===== src/rtl/isa_pkg.sv =====
// ----------------------------------------------------------------------------
// isa_pkg
// Shared instruction-set definitions: field widths, field bit positions inside
// the 32-bit instruction word, the illegal opType code, the loader state enum
// and the field-to-word encoder. The control unit slices words using the same
// positions, so the encoder here is the exact inverse of that slicing.
//
// Word layout (bit 31 .. bit 0):
//   opType[31:30] | opCode[29:26] | Rd[25:22] | Rn[21:18] | imm[17:0]
// ----------------------------------------------------------------------------
package isa_pkg;

   localparam int unsigned WORD_W     = 32;

   localparam int unsigned OPTYPE_W   = 2;
   localparam int unsigned OPCODE_W   = 4;
   localparam int unsigned REG_W      = 4;
   localparam int unsigned IMM_W      = 18;

   localparam int unsigned OPTYPE_LSB = 30;
   localparam int unsigned OPCODE_LSB = 26;
   localparam int unsigned RD_LSB     = 22;
   localparam int unsigned RN_LSB     = 18;
   localparam int unsigned IMM_LSB    = 0;

   // opType 2'b11 has no decoding in the control unit; such beats are dropped.
   localparam logic [OPTYPE_W-1:0] OPTYPE_ILLEGAL = 2'b11;

   typedef enum logic [1:0] {
      ST_IDLE  = 2'd0,
      ST_LOAD  = 2'd1,
      ST_FLUSH = 2'd2,
      ST_DONE  = 2'd3
   } enc_state_e;

   function automatic logic [WORD_W-1:0] encode_word(
      input logic [OPTYPE_W-1:0] op_type,
      input logic [OPCODE_W-1:0] op_code,
      input logic [REG_W-1:0]    rd,
      input logic [REG_W-1:0]    rn,
      input logic [IMM_W-1:0]    imm
   );
      logic [WORD_W-1:0] w;
      w = '0;
      w[OPTYPE_LSB +: OPTYPE_W] = op_type;
      w[OPCODE_LSB +: OPCODE_W] = op_code;
      w[RD_LSB     +: REG_W]    = rd;
      w[RN_LSB     +: REG_W]    = rn;
      w[IMM_LSB    +: IMM_W]    = imm;
      return w;
   endfunction

endpackage


===== src/rtl/enc_fifo.sv =====
// ----------------------------------------------------------------------------
// enc_fifo
// Synchronous FIFO buffering encoded instruction words between the field
// handshake and the instruction-memory write port. Head entry is shown on
// dout whenever the FIFO is non-empty. full/empty come straight from the
// registered occupancy counter. A push while full or a pop while empty is
// ignored. Push and pop in the same cycle leave the occupancy unchanged.
//
// Ports:
//   clk    in   clock, rising edge
//   rst_n  in   synchronous active-low reset (empties the FIFO)
//   push   in   write din at the tail
//   din    in   WIDTH-bit data to write
//   pop    in   drop the head entry
//   dout   out  head entry
//   full   out  DEPTH entries held
//   empty  out  no entries held
// ----------------------------------------------------------------------------
module enc_fifo #(
   parameter int DEPTH = 4,
   parameter int WIDTH = 32
) (
   input  logic             clk,
   input  logic             rst_n,
   input  logic             push,
   input  logic [WIDTH-1:0] din,
   input  logic             pop,
   output logic [WIDTH-1:0] dout,
   output logic             full,
   output logic             empty
);

   localparam int PTR_W = (DEPTH > 1) ? $clog2(DEPTH) : 1;
   localparam logic [PTR_W-1:0] PTR_ONE  = PTR_W'(1);
   localparam logic [PTR_W:0]   CNT_ONE  = (PTR_W + 1)'(1);
   localparam logic [PTR_W:0]   CNT_FULL = (PTR_W + 1)'(DEPTH);

   logic [WIDTH-1:0] r_mem [DEPTH];
   logic [PTR_W-1:0] r_wr_ptr;
   logic [PTR_W-1:0] r_rd_ptr;
   logic [PTR_W:0]   r_count;

   logic w_do_push;
   logic w_do_pop;

   assign full      = (r_count == CNT_FULL);
   assign empty     = (r_count == '0);
   assign w_do_push = push && !full;
   assign w_do_pop  = pop && !empty;
   assign dout      = r_mem[r_rd_ptr];

   // Storage carries no reset; stale entries are never visible while empty.
   always_ff @(posedge clk) begin
      if (w_do_push) begin
         r_mem[r_wr_ptr] <= din;
      end
   end

   // Depth is a power of two, so the pointers wrap by natural overflow.
   always_ff @(posedge clk) begin
      if (!rst_n) begin
         r_wr_ptr <= '0;
         r_rd_ptr <= '0;
         r_count  <= '0;
      end else begin
         if (w_do_push) begin
            r_wr_ptr <= r_wr_ptr + PTR_ONE;
         end
         if (w_do_pop) begin
            r_rd_ptr <= r_rd_ptr + PTR_ONE;
         end
         case ({w_do_push, w_do_pop})
            2'b10:   r_count <= r_count + CNT_ONE;
            2'b01:   r_count <= r_count - CNT_ONE;
            default: r_count <= r_count;
         endcase
      end
   end

endmodule


===== src/rtl/instr_encoder_loader.sv =====
// ----------------------------------------------------------------------------
// instr_encoder_loader
// Accepts instruction fields over a valid/ready handshake, encodes each beat
// into a 32-bit word, buffers it in enc_fifo and writes the words to
// consecutive instruction-memory addresses starting at base_addr. Beats with
// the illegal opType are dropped and counted. The load ends once the in_last
// beat has been accepted and every buffered word has been acknowledged.
//
// Optional feature (compile-time macro ENC_CHECKSUM_EN):
//   adds output checksum = XOR of all acknowledged words of the current load.
//
// Ports:
//   clk        in   clock, rising edge
//   rst_n      in   synchronous active-low reset, aborts any load
//   start      in   one-cycle pulse, begins a load (ignored unless idle)
//   base_addr  in   first write address, sampled on start
//   in_valid   in   field beat valid
//   in_ready   out  loader can take a beat this cycle
//   opType, opCode, Rd, Rn, imm   in   instruction fields
//   in_last    in   current beat is the final instruction
//   mem_we     out  write request, held until mem_ack
//   mem_addr   out  write address
//   mem_wdata  out  write data
//   mem_ack    in   write accepted
//   busy       out  load in progress
//   done       out  one-cycle pulse at the end of a load
//   wrap       out  write address rolled over to 0 during this load
//   err        out  an illegal beat was seen since reset (sticky)
//   err_cnt    out  illegal beats since reset, saturating at 255
//   word_cnt   out  acknowledged writes in this load
//   checksum   out  (ENC_CHECKSUM_EN only) XOR of acknowledged words
//
// state | meaning
// ------+---------------------------------------------------------------
// IDLE  | waiting for start
// LOAD  | accepting beats, writing buffered words
// FLUSH | last beat taken, draining the buffer to memory
// DONE  | load complete, done pulse, back to IDLE next cycle
// ----------------------------------------------------------------------------
module instr_encoder_loader
   import isa_pkg::*;
#(
   parameter int ADDR_W     = 8,
   parameter int FIFO_DEPTH = 4
) (
   input  logic                clk,
   input  logic                rst_n,
   input  logic                start,
   input  logic [ADDR_W-1:0]   base_addr,
   input  logic                in_valid,
   output logic                in_ready,
   input  logic [1:0]          opType,
   input  logic [3:0]          opCode,
   input  logic [3:0]          Rd,
   input  logic [3:0]          Rn,
   input  logic [17:0]         imm,
   input  logic                in_last,
   output logic                mem_we,
   output logic [ADDR_W-1:0]   mem_addr,
   output logic [31:0]         mem_wdata,
   input  logic                mem_ack,
   output logic                busy,
   output logic                done,
   output logic                wrap,
   output logic                err,
   output logic [7:0]          err_cnt,
   output logic [ADDR_W:0]     word_cnt
`ifdef ENC_CHECKSUM_EN
   ,
   output logic [31:0]         checksum
`endif
);

   localparam logic [ADDR_W-1:0] ADDR_ONE = ADDR_W'(1);
   localparam logic [ADDR_W-1:0] ADDR_MAX = {ADDR_W{1'b1}};
   localparam logic [ADDR_W:0]   CNT_ONE  = (ADDR_W + 1)'(1);
   localparam logic [7:0]        ERR_MAX  = 8'hFF;

   enc_state_e r_state;
   enc_state_e w_next_state;

   logic [ADDR_W-1:0] r_addr;
   logic              r_wrap;
   logic              r_err;
   logic [7:0]        r_err_cnt;
   logic [ADDR_W:0]   r_word_cnt;

   logic        w_fifo_full;
   logic        w_fifo_empty;
   logic [31:0] w_fifo_dout;
   logic [31:0] w_enc_word;
   logic        w_xfer;
   logic        w_illegal;
   logic        w_push;
   logic        w_pop;
   logic        w_start_load;

   assign w_enc_word   = encode_word(opType, opCode, Rd, Rn, imm);
   assign w_xfer       = in_valid && in_ready;
   assign w_illegal    = (opType == OPTYPE_ILLEGAL);
   assign w_push       = w_xfer && !w_illegal;
   assign w_pop        = mem_we && mem_ack;
   assign w_start_load = (r_state == ST_IDLE) && start;

   enc_fifo #(
      .DEPTH (FIFO_DEPTH),
      .WIDTH (32)
   ) u_fifo (
      .clk   (clk),
      .rst_n (rst_n),
      .push  (w_push),
      .din   (w_enc_word),
      .pop   (w_pop),
      .dout  (w_fifo_dout),
      .full  (w_fifo_full),
      .empty (w_fifo_empty)
   );

   // ---------------- FSM: state register ----------------
   always_ff @(posedge clk) begin
      if (!rst_n) begin
         r_state <= ST_IDLE;
      end else begin
         r_state <= w_next_state;
      end
   end

   // ---------------- FSM: next state ----------------
   always_comb begin
      w_next_state = r_state;
      case (r_state)
         ST_IDLE: begin
            if (start) begin
               w_next_state = ST_LOAD;
            end
         end
         ST_LOAD: begin
            if (w_xfer && in_last) begin
               w_next_state = ST_FLUSH;
            end
         end
         ST_FLUSH: begin
            // Empty buffer means no write request is outstanding either.
            if (w_fifo_empty) begin
               w_next_state = ST_DONE;
            end
         end
         ST_DONE: begin
            w_next_state = ST_IDLE;
         end
         default: begin
            w_next_state = ST_IDLE;
         end
      endcase
   end

   // ---------------- FSM: outputs ----------------
   always_comb begin
      busy     = 1'b0;
      done     = 1'b0;
      in_ready = 1'b0;
      mem_we   = 1'b0;
      case (r_state)
         ST_LOAD: begin
            busy     = 1'b1;
            in_ready = !w_fifo_full;
            mem_we   = !w_fifo_empty;
         end
         ST_FLUSH: begin
            busy   = 1'b1;
            mem_we = !w_fifo_empty;
         end
         ST_DONE: begin
            busy = 1'b1;
            done = 1'b1;
         end
         default: begin
            busy = 1'b0;
         end
      endcase
   end

   // Head entry is held in the FIFO until popped, so data is stable under a
   // stalled write; it reads as zero when no write is requested.
   assign mem_wdata = mem_we ? w_fifo_dout : 32'h0;
   assign mem_addr  = r_addr;
   assign wrap      = r_wrap;
   assign err       = r_err;
   assign err_cnt   = r_err_cnt;
   assign word_cnt  = r_word_cnt;

   // ---------------- write address, counters, status ----------------
   always_ff @(posedge clk) begin
      if (!rst_n) begin
         r_addr     <= '0;
         r_wrap     <= 1'b0;
         r_word_cnt <= '0;
         r_err      <= 1'b0;
         r_err_cnt  <= '0;
      end else begin
         if (w_start_load) begin
            r_addr     <= base_addr;
            r_wrap     <= 1'b0;
            r_word_cnt <= '0;
         end else if (w_pop) begin
            r_addr     <= r_addr + ADDR_ONE;
            r_word_cnt <= r_word_cnt + CNT_ONE;
            if (r_addr == ADDR_MAX) begin
               r_wrap <= 1'b1;
            end
         end
         // Illegal beats still complete the handshake; only the word is lost.
         if (w_xfer && w_illegal) begin
            r_err <= 1'b1;
            if (r_err_cnt != ERR_MAX) begin
               r_err_cnt <= r_err_cnt + 8'd1;
            end
         end
      end
   end

`ifdef ENC_CHECKSUM_EN
   logic [31:0] r_checksum;

   always_ff @(posedge clk) begin
      if (!rst_n) begin
         r_checksum <= '0;
      end else if (w_start_load) begin
         r_checksum <= '0;
      end else if (w_pop) begin
         r_checksum <= r_checksum ^ w_fifo_dout;
      end
   end

   assign checksum = r_checksum;
`endif

endmodule


===== config.mk =====
export PLATFORM = sky130hd
export DESIGN_NAME = instr_encoder_loader
export DESIGN_NICKNAME = d
export VERILOG_FILES = /design/src/rtl/isa_pkg.sv /design/src/rtl/enc_fifo.sv /design/src/rtl/instr_encoder_loader.sv
export SDC_FILE = /design/constraint.sdc
export NUM_CORES = 1
export LEC_CHECK = 0
export BUFFER_PORTS_ARGS = -buffer_cell sky130_fd_sc_hd__buf_2
export CORE_ASPECT_RATIO = 1.75
export CORE_MARGIN = 1.5
export CORE_UTILIZATION = 51
export CTS_CLUSTER_SIZE = 14
export DETAILED_ROUTE_END_ITERATION = 8
export HOLD_SLACK_MARGIN = 0.03
export PLACE_DENSITY = 0.76
export SKIP_CTS_REPAIR_TIMING = 1
export SLEW_MARGIN = 20
export SYNTH_ARGS = -nofsm -noshare
export SYNTH_HDL_FRONTEND = slang
export SYNTH_SLANG_ARGS = --single-unit

===== constraint.sdc =====
create_clock -name clk -period 2.4 [get_ports clk]
set_input_delay 0.48 -clock clk [delete_from_list [all_inputs] [get_ports clk]]
set_output_delay 0.48 -clock clk [all_outputs]
set_load 0.05 [all_outputs]

==> flow_metrics.env <==
export IMPL_finalWeightedCongestion=0.757
export IMPL_grt_setup_unrepaired="yes"
export IMPL_num_vias=4070
export IMPL_stdcell_count=744
export IMPL_cts_buffers=17
export IMPL_clkTransAtPathRegs_ps=70
export IMPL_worst_slew_pin_slew_ps=885
export IMPL_clk_insertion_delay_late_ps=420
export IMPL_startpoint_type="flip-flop"
export IMPL_wl_um=13800
export IMPL_worstSetupEndpoint="mem_wdata[5]"
export IMPL_slew_limit_headroom_pct=41.0
export IMPL_die_w_um=90.1
export IMPL_syn_area_um2=6770
export IMPL_end_kind="primary output"
export IMPL_ant_nets=0
export IMPL_clock_sinks=166
export IMPL_cts_buffer_depth=2
export IMPL_yosys_area_top_type="edfxtp_1"
export IMPL_htreeDepth=4
export IMPL_global_route_overflow_total=0
export IMPL_first_iter_violations=237
export IMPL_ys_types=48
export IMPL_maxCapViolCount=0
export IMPL_antenna_found_initial=1
export IMPL_dieArea_um2=14000
export IMPL_multi_input_area_um2=2100
export IMPL_grt_pass1_vias=4168
export IMPL_cp_cell_sequence="buf_12, mux4_2, and2_1, buf_6"
export IMPL_synth_most_common_cell="edfxtp_1"
export IMPL_clock_skew_final_ps=12.9
export IMPL_start_util_pct=52.3
export IMPL_rr_startpoint="u_fifo.r_count[0]"
export IMPL_min_period_ps=2360
export IMPL_synth_seq_area_share_pct=68.0
export IMPL_synthFlopType="edfxtp_1"
export IMPL_cts_tree="done"
export IMPL_ir_worst_vdd_v=0.000673
export IMPL_grt_max_degree=35
export IMPL_placed_cells=703
export IMPL_yosys_warnings=0
export IMPL_synth_edff_count=128
export IMPL_die_y_um=155
export IMPL_grt_pass1_wl_um=20600
export IMPL_syn_inst=423
export IMPL_reg2reg_depth=10
export IMPL_area_growth_pct=27.6
export IMPL_path_delay_family="multiplexers"
export IMPL_cp_buffers_inverters=2
export IMPL_fill_cells=932
export IMPL_slowest_delay_ps=520
export IMPL_finalHoldViolCount=0
export IMPL_power_leakage_nw=3.10
export IMPL_synth_common_cells="edfxtp_1 (128), dfxtp_1 (38), and2_1 (33), mux4_2 (32), nor2_1 (20)"
export IMPL_path_max_fanout=10
export IMPL_worstSetupPathType="flip-flop to primary output"
export IMPL_critical_path_cell_count=4
export IMPL_arrival_ps=1880
export IMPL_grtUsageTotal_pct=19.3
export IMPL_rows=55
export IMPL_max_freq_mhz=424
export IMPL_status="completed"
export IMPL_ys_ff_latch=166
export IMPL_slowest_stage="mux4_2"
export IMPL_maxSlewViolCount=0
export IMPL_synth_top_area_share_pct=56.8
export IMPL_r2r_slack_ps=120
export IMPL_viasPerCell=5.47
export IMPL_finalCritPeriodShare_pct=98.2
export IMPL_dp_hpwl_um=8360
export IMPL_ios=109
export IMPL_layout_nets=620
export IMPL_regArea_um2=4620
export IMPL_core_area_um2=12900
export IMPL_drc=0
export IMPL_async_flop_share_pct=0
export IMPL_firstDrtPassIters=4
export IMPL_finalSetupViolCount=0
export IMPL_io_buffers=108
export IMPL_critPathRequiredTime_ps=1920
export IMPL_synth_area_leaders="edfxtp_1 (57%), dfxtp_1 (11%), mux4_2 (11%), and2_1 (3.1%), ha_1 (2.4%)"
export IMPL_cts_root_buf="clkbuf_16"
export IMPL_drive_above_1_share_pct=40.6
export IMPL_syn_num_nets=483
export IMPL_powerDensity_nw_per_um2=904
export IMPL_fin_setup_tns_ps=0
export IMPL_syn_avg_cell_area_um2=16.0
export IMPL_wl_per_cell_um=18.5
export IMPL_worstHoldPathType="input port to flip-flop"
export IMPL_rr_endpoint="u_fifo.r_count[2]"
-- registers in the layout, summed over array words and instances (netlist names), named ones only --
name             count
word_cnt             9
err                  1
err_cnt              8
mem_addr             8
u_fifo.r_count       3
r_state              2
u_fifo.r_mem       128
wrap                 1
u_fifo.r_rd_ptr      2
u_fifo.r_wr_ptr      2
-- metrics by stage --
step | area (um2) | power [W] | utilization (%) | hold slack, ps | setup slack (ps)
after floorplan | 6770 | 0.00434 | - | 471 | -172
after CTS | 8280 | 0.00763 | 64.0 | 259 | -246
final | 8640 | 0.00781 | 66.8 | 279 | 43.6
after global routing | 8640 | 0.00807 | 66.8 | 255 | -26.3
after global placement | 7640 | 0.00469 | 59.0 | 451 | 23.4
after detailed placement | 7640 | 0.00473 | 59.0 | 466 | -28.0
-- layout by cell type (no fill, tap or decap), types with 5 or more instances in the layout --
cell type and instances:
nand3_1 9, buf_4 26, dfxtp_1 33, buf_2 76, xor2_1 8, mux4_2 32
inv_1 9, and2_4 9, ha_1 11, buf_6 25, a21oi_1 15, nand2_1 16
xnor2_1 12, nor2_1 20, edfxtp_1 128, and2_1 25, nand4_1 7, nor3_1 9
clkbuf_16 19, o21ai_0 11, buf_12 5
-- layout make-up --
cell class	count	share of cell area (%)
tap	171	2.48
sequential	166	53.5
clock inverter	14	2.46
clock buffer	17	4.93
antenna	1	0.0290
timing repair buffer	134	11.7
multi-input combinational	226	24.3
inverter	15	0.710
-- power by group --
group	total [W]	switching, W	internal (W)	leakage (nW)
registers	0.00336	0.000100	0.00326	1.47
clock network	0.00291	0.00114	0.00177	0.306
logic	0.00153	0.000934	0.000596	1.33
-- how the worst min path moves through the flow --
stage / cells past startpoint / endpoint / startpoint
5_1_grt: 1 / u_fifo.r_mem[3][28] / opCode[2]
3_5_place_dp: 1 / err / err
3_3_place_gp: 2 / wrap / wrap
6_report: 1 / u_fifo.r_mem[2][28] / opCode[2]
2_1_floorplan: 2 / r_state[1] / r_state[1]
4_1_cts: 1 / u_fifo.r_mem[3][28] / opCode[2]
-- cells by family after synthesis --
group,Yosys count,share of synthesized area [%]
buffers and inverters,31,2.02
adders and majority gates,14,2.70
muxes,35,11.1
and+or+nand+nor,116,9.87
DFF,166,68.0
xor gates and xnor gates,20,2.59
AOI/OAI and AO/OA,41,3.70
-- layer usage --
layer	wire [um]	global-route usage (%)	up-vias	share of wire [%]
met5	0	0	-	0
met4	294	9.75	0	2.1
met3	457	3.91	21	3.3
met2	7770	36.3	107	56
met1	5260	20.0	2056	38
li1	-	-	1886	-
Note: power is estimated with default switching activity, not from simulation.
